==> src/rtl/io_bus_pkg.sv <==
// rtl/io_bus_pkg.sv - shared state encoding, chip-select and page constants for the I/O bus arbiter
package io_bus_pkg;

    typedef enum logic [1:0] {
        IDLE    = 2'd0,
        STROBE  = 2'd1,
        CAPTURE = 2'd2
    } io_state_t;

    localparam logic [7:0]  PAGE_COMM      = 8'h99;
    localparam logic [7:0]  PAGE_AUX       = 8'h69;
    localparam logic [15:0] RDATA_UNMAPPED = 16'h0000;

    localparam logic [7:0]  CS_COMM = 8'b0000_0100;
    localparam logic [7:0]  CS_AUX  = 8'b0000_1000;

endpackage

==> src/rtl/io_bus_arbiter_if.sv <==
// rtl/io_bus_arbiter_if.sv - one master's request/acknowledge port onto the I/O bus
interface io_bus_arbiter_if;
    logic        req;
    logic        we;
    logic [15:0] addr;
    logic [15:0] wdata;
    logic        ack;
    logic [15:0] rdata;

    modport master (output req, we, addr, wdata, input ack, rdata);
    modport slave  (input req, we, addr, wdata, output ack, rdata);
endinterface

==> src/rtl/io_page_decoder.sv <==
// rtl/io_page_decoder.sv - address page to one-hot chip-select decoder
module io_page_decoder
    import io_bus_pkg::*;
#(
    parameter logic [7:0] COMM_PAGE = PAGE_COMM,
    parameter logic [7:0] AUX_PAGE  = PAGE_AUX
) (
    input  logic [7:0] page,
    output logic [7:0] cs,
    output logic       mapped
);

    // Pages without a peripheral select nothing and report unmapped
    always_comb begin
        cs     = 8'h00;
        mapped = 1'b0;
        if (page == COMM_PAGE) begin
            cs     = CS_COMM;
            mapped = 1'b1;
        end else if (page == AUX_PAGE) begin
            cs     = CS_AUX;
            mapped = 1'b1;
        end
    end

endmodule

==> src/rtl/io_bus_arbiter.sv <==
// rtl/io_bus_arbiter.sv - two-master round-robin I/O bus arbiter; optional IO_ARB_TIMEOUT_EN adds bus_timeout
module io_bus_arbiter
    import io_bus_pkg::*;
#(
    parameter logic [7:0]  COMM_PAGE     = PAGE_COMM,
    parameter logic [7:0]  AUX_PAGE      = PAGE_AUX,
    parameter logic [15:0] UNMAPPED_DATA = RDATA_UNMAPPED
) (
    input  logic            clk,
    input  logic            rst,
    io_bus_arbiter_if.slave m0,
    io_bus_arbiter_if.slave m1,
    output logic            bus_rd,
    output logic            bus_wr,
    output logic [15:0]     bus_addr,
    output logic [15:0]     bus_dout,
    output logic [7:0]      cs,
    input  logic [15:0]     comm_din,
    input  logic [15:0]     aux_din,
    output logic            bus_err
`ifdef IO_ARB_TIMEOUT_EN
    ,
    output logic            bus_timeout
`endif
);

    io_state_t   state;
    logic        last_grant;   // 0 = m0 granted last, 1 = m1 granted last
    logic        winner;       // master owning the transaction in flight
    logic        bus_we;
    logic        mapped_q;

    logic        grant_m1;
    logic        sel_we;
    logic [15:0] sel_addr;
    logic [15:0] sel_wdata;
    logic [7:0]  sel_cs;
    logic        sel_mapped;
    logic [15:0] capture_data;

    // Round-robin pick: on contention the master not granted last wins
    always_comb begin
        grant_m1 = m1.req;
        if (m0.req && m1.req) begin
            grant_m1 = ~last_grant;
        end
        sel_we    = grant_m1 ? m1.we    : m0.we;
        sel_addr  = grant_m1 ? m1.addr  : m0.addr;
        sel_wdata = grant_m1 ? m1.wdata : m0.wdata;
    end

    io_page_decoder #(
        .COMM_PAGE (COMM_PAGE),
        .AUX_PAGE  (AUX_PAGE)
    ) u_decoder (
        .page   (sel_addr[15:8]),
        .cs     (sel_cs),
        .mapped (sel_mapped)
    );

    // Read mux driven by the live chip-select; unmapped reads return a constant, never X
    always_comb begin
        capture_data = UNMAPPED_DATA;
        if (cs == CS_COMM) begin
            capture_data = comm_din;
        end else if (cs == CS_AUX) begin
            capture_data = aux_din;
        end
    end

    // Transaction FSM: strobes, chip-select, acks and read data are all registered
    always_ff @(posedge clk) begin
        if (rst) begin
            state      <= IDLE;
            last_grant <= 1'b1;
            winner     <= 1'b0;
            bus_we     <= 1'b0;
            mapped_q   <= 1'b0;
            bus_rd     <= 1'b0;
            bus_wr     <= 1'b0;
            bus_addr   <= 16'h0000;
            bus_dout   <= 16'h0000;
            cs         <= 8'h00;
            bus_err    <= 1'b0;
            m0.ack     <= 1'b0;
            m1.ack     <= 1'b0;
            m0.rdata   <= 16'h0000;
            m1.rdata   <= 16'h0000;
        end else begin
            bus_rd <= 1'b0;
            bus_wr <= 1'b0;
            cs     <= 8'h00;
            m0.ack <= 1'b0;
            m1.ack <= 1'b0;
            case (state)
                IDLE: begin
                    if (m0.req || m1.req) begin
                        winner     <= grant_m1;
                        last_grant <= grant_m1;
                        bus_we     <= sel_we;
                        bus_addr   <= sel_addr;
                        bus_dout   <= sel_wdata;
                        mapped_q   <= sel_mapped;
                        bus_rd     <= sel_mapped & ~sel_we;
                        bus_wr     <= sel_mapped & sel_we;
                        cs         <= sel_cs;
                        state      <= STROBE;
                    end
                end
                STROBE: begin
                    if (!mapped_q) begin
                        bus_err <= 1'b1;
                    end
                    if (winner) begin
                        m1.ack <= 1'b1;
                        if (!bus_we) begin
                            m1.rdata <= capture_data;
                        end
                    end else begin
                        m0.ack <= 1'b1;
                        if (!bus_we) begin
                            m0.rdata <= capture_data;
                        end
                    end
                    state <= CAPTURE;
                end
                CAPTURE: begin
                    state <= IDLE;
                end
                default: begin
                    state <= IDLE;
                end
            endcase
        end
    end

`ifdef IO_ARB_TIMEOUT_EN
    logic [7:0] wait_m0;
    logic [7:0] wait_m1;
    logic       busy_m0;
    logic       busy_m1;

    always_comb begin
        busy_m0 = (state != IDLE) && !winner;
        busy_m1 = (state != IDLE) && winner;
    end

    // Per-master starvation counters; saturate and latch bus_timeout at 255
    always_ff @(posedge clk) begin
        if (rst) begin
            wait_m0     <= 8'h00;
            wait_m1     <= 8'h00;
            bus_timeout <= 1'b0;
        end else begin
            if (m0.ack) begin
                wait_m0 <= 8'h00;
            end else if (m0.req && !busy_m0 && wait_m0 != 8'hFF) begin
                wait_m0 <= wait_m0 + 8'd1;
            end
            if (m1.ack) begin
                wait_m1 <= 8'h00;
            end else if (m1.req && !busy_m1 && wait_m1 != 8'hFF) begin
                wait_m1 <= wait_m1 + 8'd1;
            end
            if (wait_m0 == 8'hFF || wait_m1 == 8'hFF) begin
                bus_timeout <= 1'b1;
            end
        end
    end
`endif

endmodule

==> src/flat_wrapper.sv <==
// flat-port wrapper written by rule: the top's interface ports become plain ports
module io_bus_arbiter_flat import io_bus_pkg::*;
#(
    parameter logic [7:0]  COMM_PAGE     = PAGE_COMM,
    parameter logic [7:0]  AUX_PAGE      = PAGE_AUX,
    parameter logic [15:0] UNMAPPED_DATA = RDATA_UNMAPPED
)
  (clk, rst, bus_rd, bus_wr, bus_addr, bus_dout, cs, comm_din, aux_din, bus_err, m0_req, m0_we, m0_addr, m0_wdata, m0_ack, m0_rdata, m1_req, m1_we, m1_addr, m1_wdata, m1_ack, m1_rdata);
  io_bus_arbiter_if m0_i ();
  io_bus_arbiter_if m1_i ();
  input  logic clk;
  input  logic rst;
  output logic bus_rd;
  output logic bus_wr;
  output logic [15:0] bus_addr;
  output logic [15:0] bus_dout;
  output logic [7:0] cs;
  input  logic [15:0] comm_din;
  input  logic [15:0] aux_din;
  output logic bus_err;
  input wire logic [$bits(m0_i.req)-1:0] m0_req;
  input wire logic [$bits(m0_i.we)-1:0] m0_we;
  input wire logic [$bits(m0_i.addr)-1:0] m0_addr;
  input wire logic [$bits(m0_i.wdata)-1:0] m0_wdata;
  output wire logic [$bits(m0_i.ack)-1:0] m0_ack;
  output wire logic [$bits(m0_i.rdata)-1:0] m0_rdata;
  input wire logic [$bits(m1_i.req)-1:0] m1_req;
  input wire logic [$bits(m1_i.we)-1:0] m1_we;
  input wire logic [$bits(m1_i.addr)-1:0] m1_addr;
  input wire logic [$bits(m1_i.wdata)-1:0] m1_wdata;
  output wire logic [$bits(m1_i.ack)-1:0] m1_ack;
  output wire logic [$bits(m1_i.rdata)-1:0] m1_rdata;
  assign m0_i.req = m0_req;
  assign m0_i.we = m0_we;
  assign m0_i.addr = m0_addr;
  assign m0_i.wdata = m0_wdata;
  assign m0_ack = m0_i.ack;
  assign m0_rdata = m0_i.rdata;
  assign m1_i.req = m1_req;
  assign m1_i.we = m1_we;
  assign m1_i.addr = m1_addr;
  assign m1_i.wdata = m1_wdata;
  assign m1_ack = m1_i.ack;
  assign m1_rdata = m1_i.rdata;
  io_bus_arbiter #(.COMM_PAGE(COMM_PAGE), .AUX_PAGE(AUX_PAGE), .UNMAPPED_DATA(UNMAPPED_DATA)) u_core (.clk(clk), .rst(rst), .m0(m0_i), .m1(m1_i), .bus_rd(bus_rd), .bus_wr(bus_wr), .bus_addr(bus_addr), .bus_dout(bus_dout), .cs(cs), .comm_din(comm_din), .aux_din(aux_din), .bus_err(bus_err));
endmodule
==> config.mk <==
export PLATFORM = sky130hd
export DESIGN_NAME = io_bus_arbiter_flat
export DESIGN_NICKNAME = d
export VERILOG_FILES = /design/src/rtl/io_bus_pkg.sv /design/src/rtl/io_bus_arbiter_if.sv /design/src/rtl/io_page_decoder.sv /design/src/rtl/io_bus_arbiter.sv /design/src/flat_wrapper.sv
export SDC_FILE = /design/constraint.sdc
export NUM_CORES = 1
export LEC_CHECK = 0
export BUFFER_PORTS_ARGS = -buffer_cell sky130_fd_sc_hd__buf_2
export CORE_MARGIN = 2
export CORE_UTILIZATION = 43
export CTS_BUF_LIST = sky130_fd_sc_hd__clkbuf_16
export CTS_CLUSTER_SIZE = 10
export DETAILED_ROUTE_END_ITERATION = 10
export PLACE_DENSITY = 0.86
export SLEW_MARGIN = 25
export SYNTH_ARGS = -nofsm -noshare
export SYNTH_HDL_FRONTEND = slang
export SYNTH_SLANG_ARGS = --single-unit
export TNS_END_PERCENT = 1
==> constraint.sdc <==
create_clock -name clk -period 1.88 [get_ports clk]
set_input_delay 0.282 -clock clk [delete_from_list [all_inputs] [get_ports clk]]
set_output_delay 0.282 -clock clk [all_outputs]
set_load 0.005 [all_outputs]
==> results of run 1 <==
## power breakdown
| part | internal, mW | total, mW | switching [mW] |
|---|---|---|---|
| Combinational | 0.291 | 0.582 | 0.291 |
| Sequential | 1.76 | 1.83 | 0.0719 |
| Clock | 1.14 | 1.74 | 0.599 |
## registers in the layout (all words and copies together), names as in the netlist
| name | count |
|---|---|
| u_core.cs | 2 |
| u_core.m1.ack | 1 |
| u_core.bus_rd | 1 |
| u_core.state | 2 |
| u_core.bus_err | 1 |
| u_core.mapped_q | 1 |
| u_core.m1.rdata | 16 |
| u_core.bus_addr | 16 |
| u_core.winner | 1 |
| u_core.m0.rdata | 16 |
| u_core.bus_dout | 16 |
| u_core.bus_wr | 1 |
| u_core.bus_we | 1 |
| u_core.m0.ack | 1 |
| u_core.last_grant | 1 |
## metal layers
metal	share of wire	vias up
met5	0	-
met4	0.022	0
met3	0.081	15
met2	0.50	141
met1	0.40	1364
li1	-	1516
## final cells by class
type / instances / share of cell area
Sequential cell: 77 / 0.354
Clock buffer: 9 / 0.0517
Multi-Input combinational cell: 229 / 0.325
Tap cell: 96 / 0.0276
Timing Repair Buffer: 183 / 0.220
Clock inverter: 6 / 0.0181
Inverter: 4 / 0.00345
## cell families after synthesis
logic type,Yosys count,synth area share
mux,34,0.111
flops,77,0.503
compound gates,91,0.195
simple gates,98,0.138
other cells,1,0.00122
buf+inv,35,0.0526
## cell usage after synthesis (all sizes together) (2+ instances only)
master,number
nand2,45
dfxtp,77
or4,2
a21oi,3
buf,11
inv,4
a211oi,32
o21ai,34
clkbuf,20
mux2i,34
nor2b,2
nor2,38
nor3,5
a22oi,16
## worst max path at each step
stage | to | from | cells after the start | slack [ns]
finish | u_core.bus_wr | u_core.last_grant | 4 | 0.28
global route | u_core.bus_dout[9] | u_core.last_grant | 5 | 0.18
CTS | u_core.bus_dout[9] | u_core.last_grant | 5 | 0.27
detailed placement | u_core.bus_dout[9] | m1_req | 6 | 0.18
global placement | u_core.bus_dout[15] | m1_req | 6 | 0.26
floorplan | u_core.bus_wr | u_core.state[1] | 4 | 0.31
## per-stage QoR
step                cell area, µm²  hold WS (ns)  setup slack [ns]  cells
detailed placement            4050         0.439             0.177    589
floorplan                     3080         0.412             0.312    341
CTS                           4350         0.228             0.272    604
global route                  4350         0.242             0.179    604
global placement              4050         0.430             0.258    589
finish                        4350         0.234             0.279    604
## critical path: stages (launching register included)
cell      delay [ns]
dfxtp_1         0.35
a21boi_4        0.24
mux2i_1         0.13
or4_4           0.56
nor3_1          0.22
==> run_results.csv, run 1 <==
group,metric,value,unit
clock_network,cts_setup_buffers,0,
clock_network,cts.sinks,77,
drt,remaining_drc_errors,0,
finish,fillers,609,
synthesis,ys_top_cells_by_area,"dfxtp_1 (50%), mux2i_1 (11%), a211oi_1 (7.8%), o21ai_0 (5.6%), nand2_1 (5.5%)",
clock_network,holdBufCountCts,0,
hold_path,hp-start,"m0_addr[5]",
timing,period_needed,1.60,ns
synthesis,ys_async_sr_fraction,0,
drt,wl,8.44,mm
timing,setup_viol,0,
timing,hold_viol_final,0,
synthesis,avgSynthCellArea,9.12,µm²
finish,layout-drive-gt1-share,0.398,
floorplanning,rows,30,
floorplanning,die_h,88.4,µm
timing,fin_crit_sh,0.851,
setup_path,arrival,1.84,ns
clock_network,cts_resized,0,
drt,first_iter_violations,70,
finish,regArea,1540,µm²
synthesis,synth_top_area_share,0.503,
synthesis,seq_area_frac_synth,0.503,
finish,mostFrequentLayoutCell,"buf_2",
synthesis,synth_area_leader_cell,"dfxtp_1",
clock_network,ctsHtreeMaxLevel,3,
synthesis,synth_edf_count,0,
finish,nets,606,
setup_path,rrSetupSlack,0.28,ns
finish,area_growth_syn_to_layout,42.0,%
grt,grt_util_all_layers,0.209,
timing,drv_slew,0,
drt,postRouteAntennaNets,0,
finish,num_antenna_cells,0,
setup_path,r2r_start,"u_core.last_grant",
timing,rsz0062_at_grt,"no",
setup_path,crit_fanout,5,
setup_path,required,2.11,ns
clock_network,ctsLongestPathBuffers,2,
synthesis,synthCells,336,
grt,gr-usage-met1,0.224,
timing,tns,0,ns
grt,grt_pass1_wl,12.6,mm
drt,vias,3036,
setup_path,reg2reg_to,"u_core.bus_wr",
floorplanning,fp.dieArea,7820,µm²
job,maxCapViolations,0,
finish,fin_util,0.637,
pwr,leakage,2.01,nW
grt,grt_max_degree,37,
grt,top_usage_layer,"met2",
clock_network,cts_tree,"done",
pwr,peakVddDrop,508,µV
synthesis,ys_warn_count,0,
grt,first_global_vias,2866,
pwr,p_total,4.15,mW
synthesis,syn_area,3070,µm²
clock_network,cts_root_buf,"clkbuf_16",
grt,gr-usage-met2,0.378,
grt,globalRoute.totalOverflow,0,
placed_design,gp_congestion,0.799,
finish,multi_input_area,1420,µm²
drt,avgRoutedWirePerCell,14.0,µm
hold_path,hold_depth,3,
setup_path,critPathLaunchType,"flip-flop",
drt,routed_via_density,5.03,
timing,clock.fmax,625,MHz
timing,skew,0.00720,ns
floorplanning,core,6830,µm²
synthesis,synth-seq-cells,77,
setup_path,path_class,"reg -> reg",
pwr,power_density,954,nW/µm²
status,status,"finished, final reports clean",
hold_path,hold_class,"in -> reg",
setup_path,ff2ff_path_depth,4,
clock_network,path_clk_slew,0.06,ns
hold_path,worstHoldEndpoint,"u_core.bus_addr[5]",
synthesis,dominantRegCellSynth,"dfxtp_1",
floorplanning,start_util,0.449,
grt,grt_use_met3,0.0578,
finish,final_cell_mix,"buf_2 (172), dfxtp_1 (77), nand2_1 (45)",
setup_path,cp-end-kind,"flip-flop",
floorplanning,pin_count,179,
grt,antenna_found_initial,0,
placed_design,io_buffer_count,172,
clock_network,insertion_delay,0.32,ns
drt,drt_first_pass_iters,4,
clock_network,numCtsBuffers,9,
synthesis,ys_types,30,
floorplanning,die_w,88.4,µm
placed_design,dp_hpwl,6.44,mm
Power figures use the tool's default switching activity.
==> run 2, diff against run 1 <==
--- a/config.mk
+++ b/config.mk
@@ -12,6 +12,7 @@
 export CTS_CLUSTER_SIZE = 10
 export DETAILED_ROUTE_END_ITERATION = 10
 export PLACE_DENSITY = 0.86
+export REMOVE_ABC_BUFFERS = 1
 export SLEW_MARGIN = 25
 export SYNTH_ARGS = -nofsm -noshare
 export SYNTH_HDL_FRONTEND = slang
==> run_results.csv, run 2 (same netlist as run 1, synthesis figures left out) <==
group,metric,value,unit
timing,period_needed,1.64,ns
setup_path,cp_slowest_cell,"or4_4",
setup_path,slowest_delay,0.57,ns
setup_path,crit_fanout,5,
clock_network,path_clk_slew,0.06,ns
hold_path,hold_class,"in -> reg",
timing,skew,0.00503,ns
clock_network,cts.sinks,77,
grt,antenna_found_initial,0,
timing,fin_ws,0.242,ns
placed_design,dp_hpwl,6.50,mm
clock_network,numCtsBuffers,9,
drt,postRouteAntennaNets,0,
setup_path,crit_path_cell_trace,"a21boi_4 > mux2i_1 > or4_4 > nor3_1",
clock_network,cts_setup_buffers,0,
drt,drt_first_pass_iters,4,
grt,grt_pass1_wl,13.1,mm
finish,fillers,602,
job,maxCapViolations,0,
drt,wl,8.55,mm
finish,area_growth_syn_to_layout,40.1,%
finish,num_antenna_cells,0,
clock_network,cts_resized,0,
placed_design,gp_congestion,0.793,
grt,gr-usage-met2,0.371,
pwr,power_density,903,nW/µm²
drt,avgRoutedWirePerCell,14.2,µm
setup_path,critPathLaunchType,"flip-flop",
drt,routed_via_density,5.09,
clock_network,cts_root_buf,"clkbuf_16",
setup_path,path_buf_inv,0,
grt,top_usage_layer,"met2",
pwr,peakVddDrop,490,µV
floorplanning,die_w,88.4,µm
finish,mostFrequentLayoutCell,"buf_2",
finish,layout-drive-gt1-share,0.396,
drt,remaining_drc_errors,0,
floorplanning,rows,30,
floorplanning,start_util,0.449,
timing,hold_viol_final,0,
grt,grt_max_degree,35,
finish,final_cell_mix,"buf_2 (172), dfxtp_1 (77), nand2_1 (45)",
setup_path,required,2.12,ns
grt,first_global_vias,2849,
finish,stdcell_count,601,
pwr,leakage,2.00,nW
hold_path,hold_depth,2,
grt,globalRoute.totalOverflow,0,
grt,grt_util_all_layers,0.214,
floorplanning,core,6830,µm²
drt,vias,3058,
status,status,"finished, final reports clean",
setup_path,cp-end-kind,"flip-flop",
setup_path,ff2ff_path_depth,4,
setup_path,path_depth,4,
setup_path,arrival,1.88,ns
setup_path,path_class,"reg -> reg",
floorplanning,pin_count,179,
timing,clock.fmax,610,MHz
finish,nets,604,
clock_network,insertion_delay,0.32,ns
clock_network,ctsHtreeMaxLevel,3,
placed_design,io_buffer_count,172,
placed_design,dpl.cell_count,587,
grt,grt_use_met3,0.0644,
timing,setup_viol,0,
timing,drv_slew,0,
floorplanning,fp.dieArea,7820,µm²
finish,regArea,1540,µm²
timing,hold_ws,0.221,ns
clock_network,cts_tree,"done",
drt,first_iter_violations,66,
clock_network,holdBufCountCts,0,
grt,gr-usage-met1,0.248,
timing,fin_crit_sh,0.871,
clock_network,ctsLongestPathBuffers,2,
finish,multi_input_area,1420,µm²
timing,rsz0062_at_grt,"no",
floorplanning,die_h,88.4,µm
placed_design,place_ws,0.173,ns
setup_path,critPathTopFamily,"simple AND/OR/NAND/NOR gates",
-- run 2: cell types whose count changed in the layout (fill, tap and decap cells not counted) --
cell	before	now
buf_12	1	2
buf_4	10	7
bufinv_16	2	0
clkinv_1	3	0
clkinv_2	0	3
clkinvlp_4	1	0
inv_1	4	6
-- run 2: final timing paths --
check | startpoint | endpoint | slack [ns]
max | u_core.last_grant | u_core.bus_wr | 0.24
min | rst | u_core.winner | 0.22
max reg2reg | u_core.last_grant | u_core.bus_wr | 0.24
min reg2reg | u_core.bus_dout[2] | u_core.bus_dout[2] | 0.45
-- run 2: power breakdown --
| group | switching [mW] | total, mW | leakage, nW | internal, mW |
|---|---|---|---|---|
| clock | 0.598 | 1.46 | 0.133 | 0.860 |
| sequential | 0.0723 | 1.83 | 0.631 | 1.76 |
| combinational | 0.296 | 0.588 | 1.23 | 0.292 |
-- run 2: metal layers --
metal	wire [µm]	part of all wire	vias up
met1	3420	0.40	1383
met3	855	0.10	15
met2	4120	0.48	150
met5	0	0	-
li1	-	-	1510
met4	153	0.018	0
-- run 2: area by class of cell --
type                            instances  area share
Clock buffer                            9      0.0524
Clock inverter                          5     0.00524
Sequential cell                        77       0.359
Tap cell                               96      0.0280
Inverter                                4     0.00350
Timing Repair Buffer                  181       0.222
Multi-Input combinational cell        229       0.330
-- run 2: worst register-to-register path: stages, from the launching register on --
cell and delay [ns]:
dfxtp_1 0.36, a21boi_4 0.28, mux2i_1 0.16, or4_4 0.57, nor3_1 0.20
-- run 2: through the flow --
stage | area (µm²) | TNS, ns | util | power (mW)
3_5_place_dp | 4050 | 0 | 0.592 | 2.45
4_1_cts | 4290 | 0 | 0.629 | 3.91
6_report | 4290 | 0 | 0.629 | 3.88
3_3_place_gp | 4050 | 0 | 0.592 | 2.43
2_1_floorplan | 2940 | -43.78 | - | 2.12
5_1_grt | 4290 | 0 | 0.629 | 4.05
